## config.mk

```make
export PLATFORM = sky130hd
export DESIGN_NAME = imem_loader
export DESIGN_NICKNAME = d
export VERILOG_FILES = /design/src/rtl/imem_loader.sv
export SDC_FILE = /design/constraint.sdc
export NUM_CORES = 1
export LEC_CHECK = 0
export CORE_MARGIN = 10
export CORE_UTILIZATION = 30
export CTS_CLUSTER_DIAMETER = 40
export DETAILED_ROUTE_END_ITERATION = 16
export SETUP_SLACK_MARGIN = 0.5
export SYNTH_ARGS = -nofsm -noshare
export SYNTH_HDL_FRONTEND = slang
export SYNTH_SLANG_ARGS = --single-unit
```

## constraint.sdc

```tcl
create_clock -name clk -period 6.05 [get_ports clk]
set_input_delay 0.605 -clock clk [delete_from_list [all_inputs] [get_ports clk]]
set_output_delay 0.605 -clock clk [all_outputs]
set_load 0.03 [all_outputs]
```

## src/rtl/imem_loader.sv

```systemverilog
// imem_loader: boot-time program loader for the riscv core.
//
// Accepts a framed byte stream (LEN_LO, LEN_HI, N*4 data bytes, CHK) on a
// valid/ready interface, assembles little-endian 32-bit words and writes
// them to consecutive instruction-memory word addresses. The core is held
// in reset until a frame completes with a matching XOR checksum.
//
// Ports:
//   clk        system clock, rising edge
//   rst        asynchronous, active-low reset
//   start      one-cycle pulse arming a new load (ignored mid-load)
//   in_data    stream byte
//   in_valid   in_data is valid
//   in_ready   loader accepts a byte (transfer = in_valid && in_ready)
//   imem_we    instruction-memory write strobe, one cycle per word
//   imem_addr  word address of the write
//   imem_wdata word to write
//   cpu_hold   1 = keep the core in reset
//   done       load finished and verified (level)
//   error      load aborted (level)
module imem_loader #(
    parameter int PROG_SIZE = 20,
    parameter int ADDR_W    = $clog2(PROG_SIZE)
) (
    input  logic              clk,
    input  logic              rst,
    input  logic              start,
    input  logic [7:0]        in_data,
    input  logic              in_valid,
    output logic              in_ready,
    output logic              imem_we,
    output logic [ADDR_W-1:0] imem_addr,
    output logic [31:0]       imem_wdata,
    output logic              cpu_hold,
    output logic              done,
    output logic              error
);

    typedef enum logic [2:0] {IDLE, LEN0, LEN1, DATA, CHK, DONE, ERR} state_t;

    localparam logic [15:0] MAX_WORDS = 16'(PROG_SIZE);

    state_t      state;
    logic [15:0] len;
    logic [15:0] widx;
    logic [1:0]  bidx;
    logic [23:0] acc;
    logic [7:0]  chk;
    logic        xfer;
    logic [15:0] len_full;

    assign xfer     = in_valid && in_ready;
    // Full word count as it becomes known on the LEN_HI transfer.
    assign len_full = {in_data, len[7:0]};

    always_ff @(posedge clk or negedge rst) begin
        if (!rst) begin
            state      <= IDLE;
            in_ready   <= 1'b0;
            imem_we    <= 1'b0;
            imem_addr  <= '0;
            imem_wdata <= 32'd0;
            cpu_hold   <= 1'b1;
            done       <= 1'b0;
            error      <= 1'b0;
            len        <= 16'd0;
            widx       <= 16'd0;
            bidx       <= 2'd0;
            acc        <= 24'd0;
            chk        <= 8'd0;
        end else begin
            // Write strobe is a single-cycle pulse; nothing back-pressures it.
            imem_we <= 1'b0;
            case (state)
                IDLE, DONE, ERR: begin
                    if (start) begin
                        state     <= LEN0;
                        in_ready  <= 1'b1;
                        done      <= 1'b0;
                        error     <= 1'b0;
                        cpu_hold  <= 1'b1;
                        chk       <= 8'd0;
                        len       <= 16'd0;
                        widx      <= 16'd0;
                        bidx      <= 2'd0;
                        imem_addr <= '0;
                    end
                end
                LEN0: begin
                    if (xfer) begin
                        len[7:0] <= in_data;
                        chk      <= chk ^ in_data;
                        state    <= LEN1;
                    end
                end
                LEN1: begin
                    if (xfer) begin
                        len[15:8] <= in_data;
                        chk       <= chk ^ in_data;
                        // Oversize frames are rejected before any write, so
                        // the address can never run past the memory.
                        if (len_full > MAX_WORDS) begin
                            state    <= ERR;
                            in_ready <= 1'b0;
                            error    <= 1'b1;
                        end else if (len_full == 16'd0) begin
                            state <= CHK;
                        end else begin
                            state <= DATA;
                        end
                    end
                end
                DATA: begin
                    if (xfer) begin
                        chk  <= chk ^ in_data;
                        bidx <= bidx + 2'd1;
                        case (bidx)
                            2'd0: acc[7:0]   <= in_data;
                            2'd1: acc[15:8]  <= in_data;
                            2'd2: acc[23:16] <= in_data;
                            default: begin
                                imem_we    <= 1'b1;
                                imem_addr  <= widx[ADDR_W-1:0];
                                imem_wdata <= {in_data, acc};
                                widx       <= widx + 16'd1;
                                if (widx + 16'd1 == len)
                                    state <= CHK;
                            end
                        endcase
                    end
                end
                CHK: begin
                    if (xfer) begin
                        in_ready <= 1'b0;
                        if (in_data == chk) begin
                            state    <= DONE;
                            done     <= 1'b1;
                            cpu_hold <= 1'b0;
                        end else begin
                            state <= ERR;
                            error <= 1'b1;
                        end
                    end
                end
                default: begin
                    state    <= IDLE;
                    in_ready <= 1'b0;
                end
            endcase
        end
    end

endmodule

```

==> results of run 1 <==
-- area by class of cell --
| cell class | instances | area [um^2] |
|---|---|---|
| Inverter | 14 | 52.6 |
| Tap cell | 229 | 287 |
| Clock buffer | 9 | 225 |
| Timing Repair Buffer | 56 | 551 |
| Sequential cell | 111 | 2780 |
| Fill cell | 1831 | 11500 |
| Clock inverter | 6 | 52.6 |
| Multi-Input combinational cell | 419 | 2450 |
-- Yosys cell counts (all sizes together), types with 2 or more instances --
cell type	instances	area (um^2)
a211o	2	17.5
a21o	3	22.5
a21oi	10	50.1
a22o	6	52.6
a31oi	7	43.8
and2	3	18.8
and3	3	18.8
buf	15	91.3
clkbuf	19	71.3
dfrtp	110	2750
ha	5	62.6
inv	13	48.8
mux2	26	293
nand2	146	548
nand2b	4	25.0
nand3	19	108
nand4	10	83.8
nor2	37	141
nor2b	3	18.8
nor3	7	35.0
nor4	7	73.8
o21a	2	15.0
o21ai	61	305
o21bai	2	15.0
o31a	2	17.5
o31ai	7	52.6
o41ai	4	35.0
xnor2	21	184
xor2	8	70.1
-- stage by stage --
stage               cell area (um^2)  hold slack [ns]  power, mW  worst slack [ns]   util
global route                    6400            0.385       2.26              2.15  0.357
floorplan                       5440            0.309       1.41              4.05      -
finish                          6400            0.320       2.12              2.61  0.357
global placement                6120            0.444       1.56              2.36  0.342
CTS                             6400            0.355       2.15              2.54  0.357
detailed placement              6120            0.446       1.57              2.26  0.342
-- sequential cells by signal, summed over array words and instances (netlist names), 2 cells and up --
signal      cells
imem_wdata     32
len            16
chk             8
imem_addr       5
bidx            2
acc            24
widx           16
state           3
-- where the power goes --
part | total, mW | internal, mW | switching, mW
Sequential | 0.996 | 0.880 | 0.116
Combinational | 0.550 | 0.242 | 0.308
Clock | 0.576 | 0.285 | 0.291
Total | 2.12 | 1.41 | 0.715
-- worst register-to-register path, stage by stage, from the launching register on --
cell and delay, ns:
dfrtp_1 0.64, nand3b_1 0.29, nor2_2 0.36, nand2_2 0.66, clkinv_1 0.48, buf_4 0.43
nand2_1 0.19, o41ai_1 0.28
-- cell families (layout without fill, tap and decap cells) --
| group | count (synthesis) | in the layout | share of synthesized area |
|---|---|---|---|
| simple gates | 244 | 244 | 0.203 |
| xor+xnor | 30 | 30 | 0.0508 |
| fa+ha+maj | 5 | 5 | 0.0115 |
| flops | 111 | 111 | 0.510 |
| compound gates | 114 | 114 | 0.131 |
| buf+inv | 48 | 85 | 0.0395 |
| mux | 26 | 26 | 0.0538 |
-- worst paths after layout --
kind                       slack, ns  depth (start not counted)             end     start
hold reg to reg                 0.46                          2  imem_wdata[11]   acc[11]
min in group clk                0.46                          2  imem_wdata[11]   acc[11]
setup reg to reg                2.61                          7        widx[13]  state[1]
max in group asynchronous       4.60                          2            done       rst
setup / recovery                2.61                          7        widx[13]  state[1]
hold / removal                  0.32                          1         imem_we       rst
-- routing by layer --
layer / vias to the layer above / share of wire
met4: 0 / 0.018
met5: - / 0
met3: 14 / 0.039
met1: 1950 / 0.48
li1: 2040 / -
met2: 76 / 0.46
==> impl_metrics.csv, run 1 <==
group,metric,value,unit
placement,numPortBuffers,53,
yosys,ys_ff_latch,111,
global_routing,grt_max_degree,62,
power,ir_worst_vdd,0.188,mV
drt,firstDrtPassIters,4,
min_path,min_path_type,"input port to async pin",
global_routing,grt_busiest_layer,"met2",
drt,drt_wl_total,13.1,mm
worst_setup_path,crit_path_end_kind,"flip-flop",
worst_setup_path,cp_num_buf_inv,2,
finish,layoutNonFillerInstCount,844,
yosys,synth_edf_count,0,
worst_setup_path,crit_chain,"nand3b_1 > nor2_2 > nand2_2 > clkinv_1 > buf_4 > nand2_1 > o41ai_1",
floorplan,die_area,23900,um^2
global_routing,grtUsageMet3,0.0225,
outcome,status,"finished, final reports clean",
timing,finalCritPeriodShare,0.568,
global_routing,grt_use_met2,0.176,
timing,max_slew.worst_pin.slew,1.08,ns
clocking,post_cts_resized,0,
clocking,hold_buffers,0,
drt,vias,4080,
clocking,cts_inserted_buffers,9,
timing,finClkSkew,0.00927,ns
timing,min_period,3.44,ns
yosys,yosysSeqAreaShare,0.510,
worst_setup_path,critPathMaxStageDelay,0.66,ns
finish,drive_above_1_share,0.0894,
timing,drv_slew,0,
run,drv_cap,0,
finish,antenna_cells,0,
global_routing,grt_pass1_vias,4126,
worst_setup_path,crit_arrival,3.69,ns
global_routing,track_usage,0.112,
drt,drtIter0Drc,359,
timing,max_slew_margin,0.278,
worst_setup_path,crit_required,6.30,ns
global_routing,grt.overflow.total,0,
worst_setup_path,crit_slowest_cell,"nand2_2",
clocking,clock-sinks,111,
clocking,post-cts-setup-buffers,0,
drt,via_per_inst,4.83,
power,leakage,2.88,nW
drt,wire_per_inst,15.5,um
floorplan,die_height,155,um
yosys,synth_area_per_cell,9.42,um^2
drt,route.detailed.drc,0,
yosys,synth-main-ff-cell,"dfrtp_1",
floorplan,initial_utilization,0.304,
worst_setup_path,crit_type,"flip-flop to flip-flop",
power,p_per_area,332,nW/um^2
floorplan,coreArea,17900,um^2
floorplan,ios,54,
clocking,cts_tree,"yes",
yosys,yosysWarnings,0,
global_routing,grt_use_met1,0.147,
timing,setup_violations,0,
global_routing,grt_pass1_wl,22.0,mm
timing,grt_setup_unrepaired,"false",
finish,nets,628,
finish,final_cell_mix,"nand2_1, dfrtp_1, o21ai_0",
timing,finalHoldViolations,0,
timing,tns,0,ns
yosys,synth_nets,595,
worst_setup_path,critical-path-top-delay-family,"simple AND/OR/NAND/NOR gates",
clocking,clk_path_buf_depth,2,
floorplan,core.rowCount,49,
floorplan,fp.dieW,155,um
yosys,synth_cells,578,
timing,fmax,291,MHz
drt,ant_nets,0,
worst_setup_path,cp_max_fo,54,
clocking,cts_max_level,3,
placement,place.gp.congestion,0.867,
clocking,path_clk_slew,0.08,ns
worst_setup_path,worst_setup_path_start_kind,"flip-flop",
finish,synthToLayoutAreaGrowth,17.5,%
placement,hpwl,8.90,mm
yosys,async_flop_share,1.00,
placement,dpl.cell_count,829,
finish,final_common_cell,"nand2_1",
yosys,netlist_area,5440,um^2
yosys,ys_types,55,
global_routing,antenna_found_initial,0,
clocking,root_buffer,"clkbuf_16",
clocking,clock_latency,0.36,ns
(Power assumes the default switching activity.)
==> inputs of run 2 (changes only) <==
clock period = 3.2 ns   (was 6.05 ns; I/O delays follow)
==> impl_metrics.csv, run 2 (synthesis results as in run 1) <==
group,metric,value,unit
finish,top_register,"imem_wdata",
timing,finalHoldViolations,0,
timing,finalWorstSetupSlack,0.684,ns
min_path,min_path_type,"flip-flop to flip-flop",
clocking,cts_inserted_buffers,9,
placement,hpwl,9.31,mm
drt,wire_per_inst,16.2,um
worst_setup_path,crit_type,"flip-flop to flip-flop",
floorplan,coreArea,17900,um^2
finish,final_cell_mix,"nand2_1, dfrtp_1, o21ai_0",
global_routing,antenna_found_initial,0,
worst_setup_path,crit_required,3.45,ns
finish,antenna_cells,0,
worst_setup_path,crit_arrival,2.77,ns
global_routing,track_usage,0.116,
global_routing,grt_max_degree,76,
timing,tns,0,ns
floorplan,die_height,155,um
drt,ant_nets,0,
clocking,clock-sinks,111,
floorplan,fp.dieW,155,um
worst_setup_path,reg2reg_from,"state[1]",
timing,max_slew.worst_pin.slew,0.838,ns
worst_setup_path,crit_path_end_kind,"flip-flop",
floorplan,die_area,23900,um^2
timing,setup_violations,0,
outcome,status,"finished, final reports clean",
placement,place.gp.congestion,0.823,
clocking,path_clk_slew,0.08,ns
drt,route.detailed.drc,0,
finish,nets,635,
global_routing,grt_pass1_vias,4099,
clocking,cts_tree,"yes",
timing,min_period,2.52,ns
finish,drive_above_1_share,0.0995,
timing,max_slew_margin,0.438,
min_path,hold_start,"acc[1]",
clocking,cts_max_level,3,
timing,finalCritPeriodShare,0.786,
floorplan,core.rowCount,49,
finish,largest_reg_flops,32,
worst_setup_path,cp_max_fo,23,
power,total_power,4.22,mW
power,ir_worst_vdd,0.319,mV
drt,firstDrtPassIters,4,
floorplan,ios,54,
drt,drt_wl_total,13.8,mm
finish,final_common_cell,"nand2_1",
drt,via_per_inst,4.95,
timing,hold_ws,0.471,ns
global_routing,grt_pass1_wl,22.5,mm
worst_setup_path,worst_setup_path_start_kind,"flip-flop",
clocking,clk_path_buf_depth,2,
timing,drv_slew,0,
finish,largest_registers,"imem_wdata x32, acc x24",
run,drv_cap,0,
global_routing,grt.overflow.total,0,
timing,finClkSkew,0.0109,ns
placement,dp_worst_setup_slack,0.553,ns
power,leakage,2.95,nW
power,p_per_area,646,nW/um^2
placement,place_area,6190,um^2
timing,grt_setup_unrepaired,"false",
clocking,clock_latency,0.36,ns
worst_setup_path,critPathLaunch,"state[1]",
worst_setup_path,r2r_setup_slack,0.68,ns
drt,drtIter0Drc,326,
finish,fin_area,6540,um^2
drt,vias,4214,
timing,fmax,397,MHz
clocking,root_buffer,"clkbuf_16",
floorplan,initial_utilization,0.304,
placement,numPortBuffers,53,
finish,synthToLayoutAreaGrowth,20.1,%
-- run 2: path summary, 6_finish.rpt --
kind | endpoint | depth (start not counted)
worst min-delay path | imem_wdata[1] | 2
max in group asynchronous | cpu_hold | 3
min in group asynchronous | imem_wdata[11] | 2
worst max-delay path | widx[1] | 6
worst max register to register | widx[1] | 6
worst min register to register | imem_wdata[1] | 2
-- run 2: through the flow --
stage          std cells  utilization
3_3_place_gp         835        0.346
3_5_place_dp         835        0.346
5_1_grt              852        0.365
2_1_floorplan        578            -
4_1_cts              852        0.365
6_report             852        0.365
-- run 2: layer usage --
layer / GRT usage / vias up / part of all wire / wire length, um
met5: 0 / - / 0 / 0
met4: 0.0373 / 0 / 0.012 / 161
met3: 0.0294 / 12 / 0.057 / 792
met2: 0.187 / 89 / 0.47 / 6510
met1: 0.148 / 2052 / 0.46 / 6340
li1: - / 2061 / - / -
-- run 2: timing repair --
action | in CTS | in global routing
setup endpoints to repair | 0 | 0
hold buffers | 1 | 0
buffers inserted | 0 | 0
gates resized for setup | 0 | 0
endpoints found under the hold margin | 36 | 0
-- run 2: layout make-up --
| class | instances | area [um^2] |
|---|---|---|
| tap | 229 | 287 |
| timing repair buffer | 63 | 631 |
| clock inverter | 7 | 110 |
| multi-input combinational | 419 | 2450 |
| clock buffer | 9 | 225 |
| fill | 1827 | 11400 |
| sequential | 111 | 2780 |
| inverter | 14 | 52.6 |
-- run 2: critical path, stage by stage, from the launching register on --
cell and delay, ns:
dfrtp_1 0.57, nand3b_1 0.29, nor2_2 0.13, nand2_2 0.09
clkinv_1 0.65, buf_12 0.44, a22o_1 0.24
-- run 2: power breakdown --
part	switching, mW	internal (mW)
combinational	0.634	0.488
sequential	0.200	1.66
clock	0.592	0.642
total	1.43	2.79
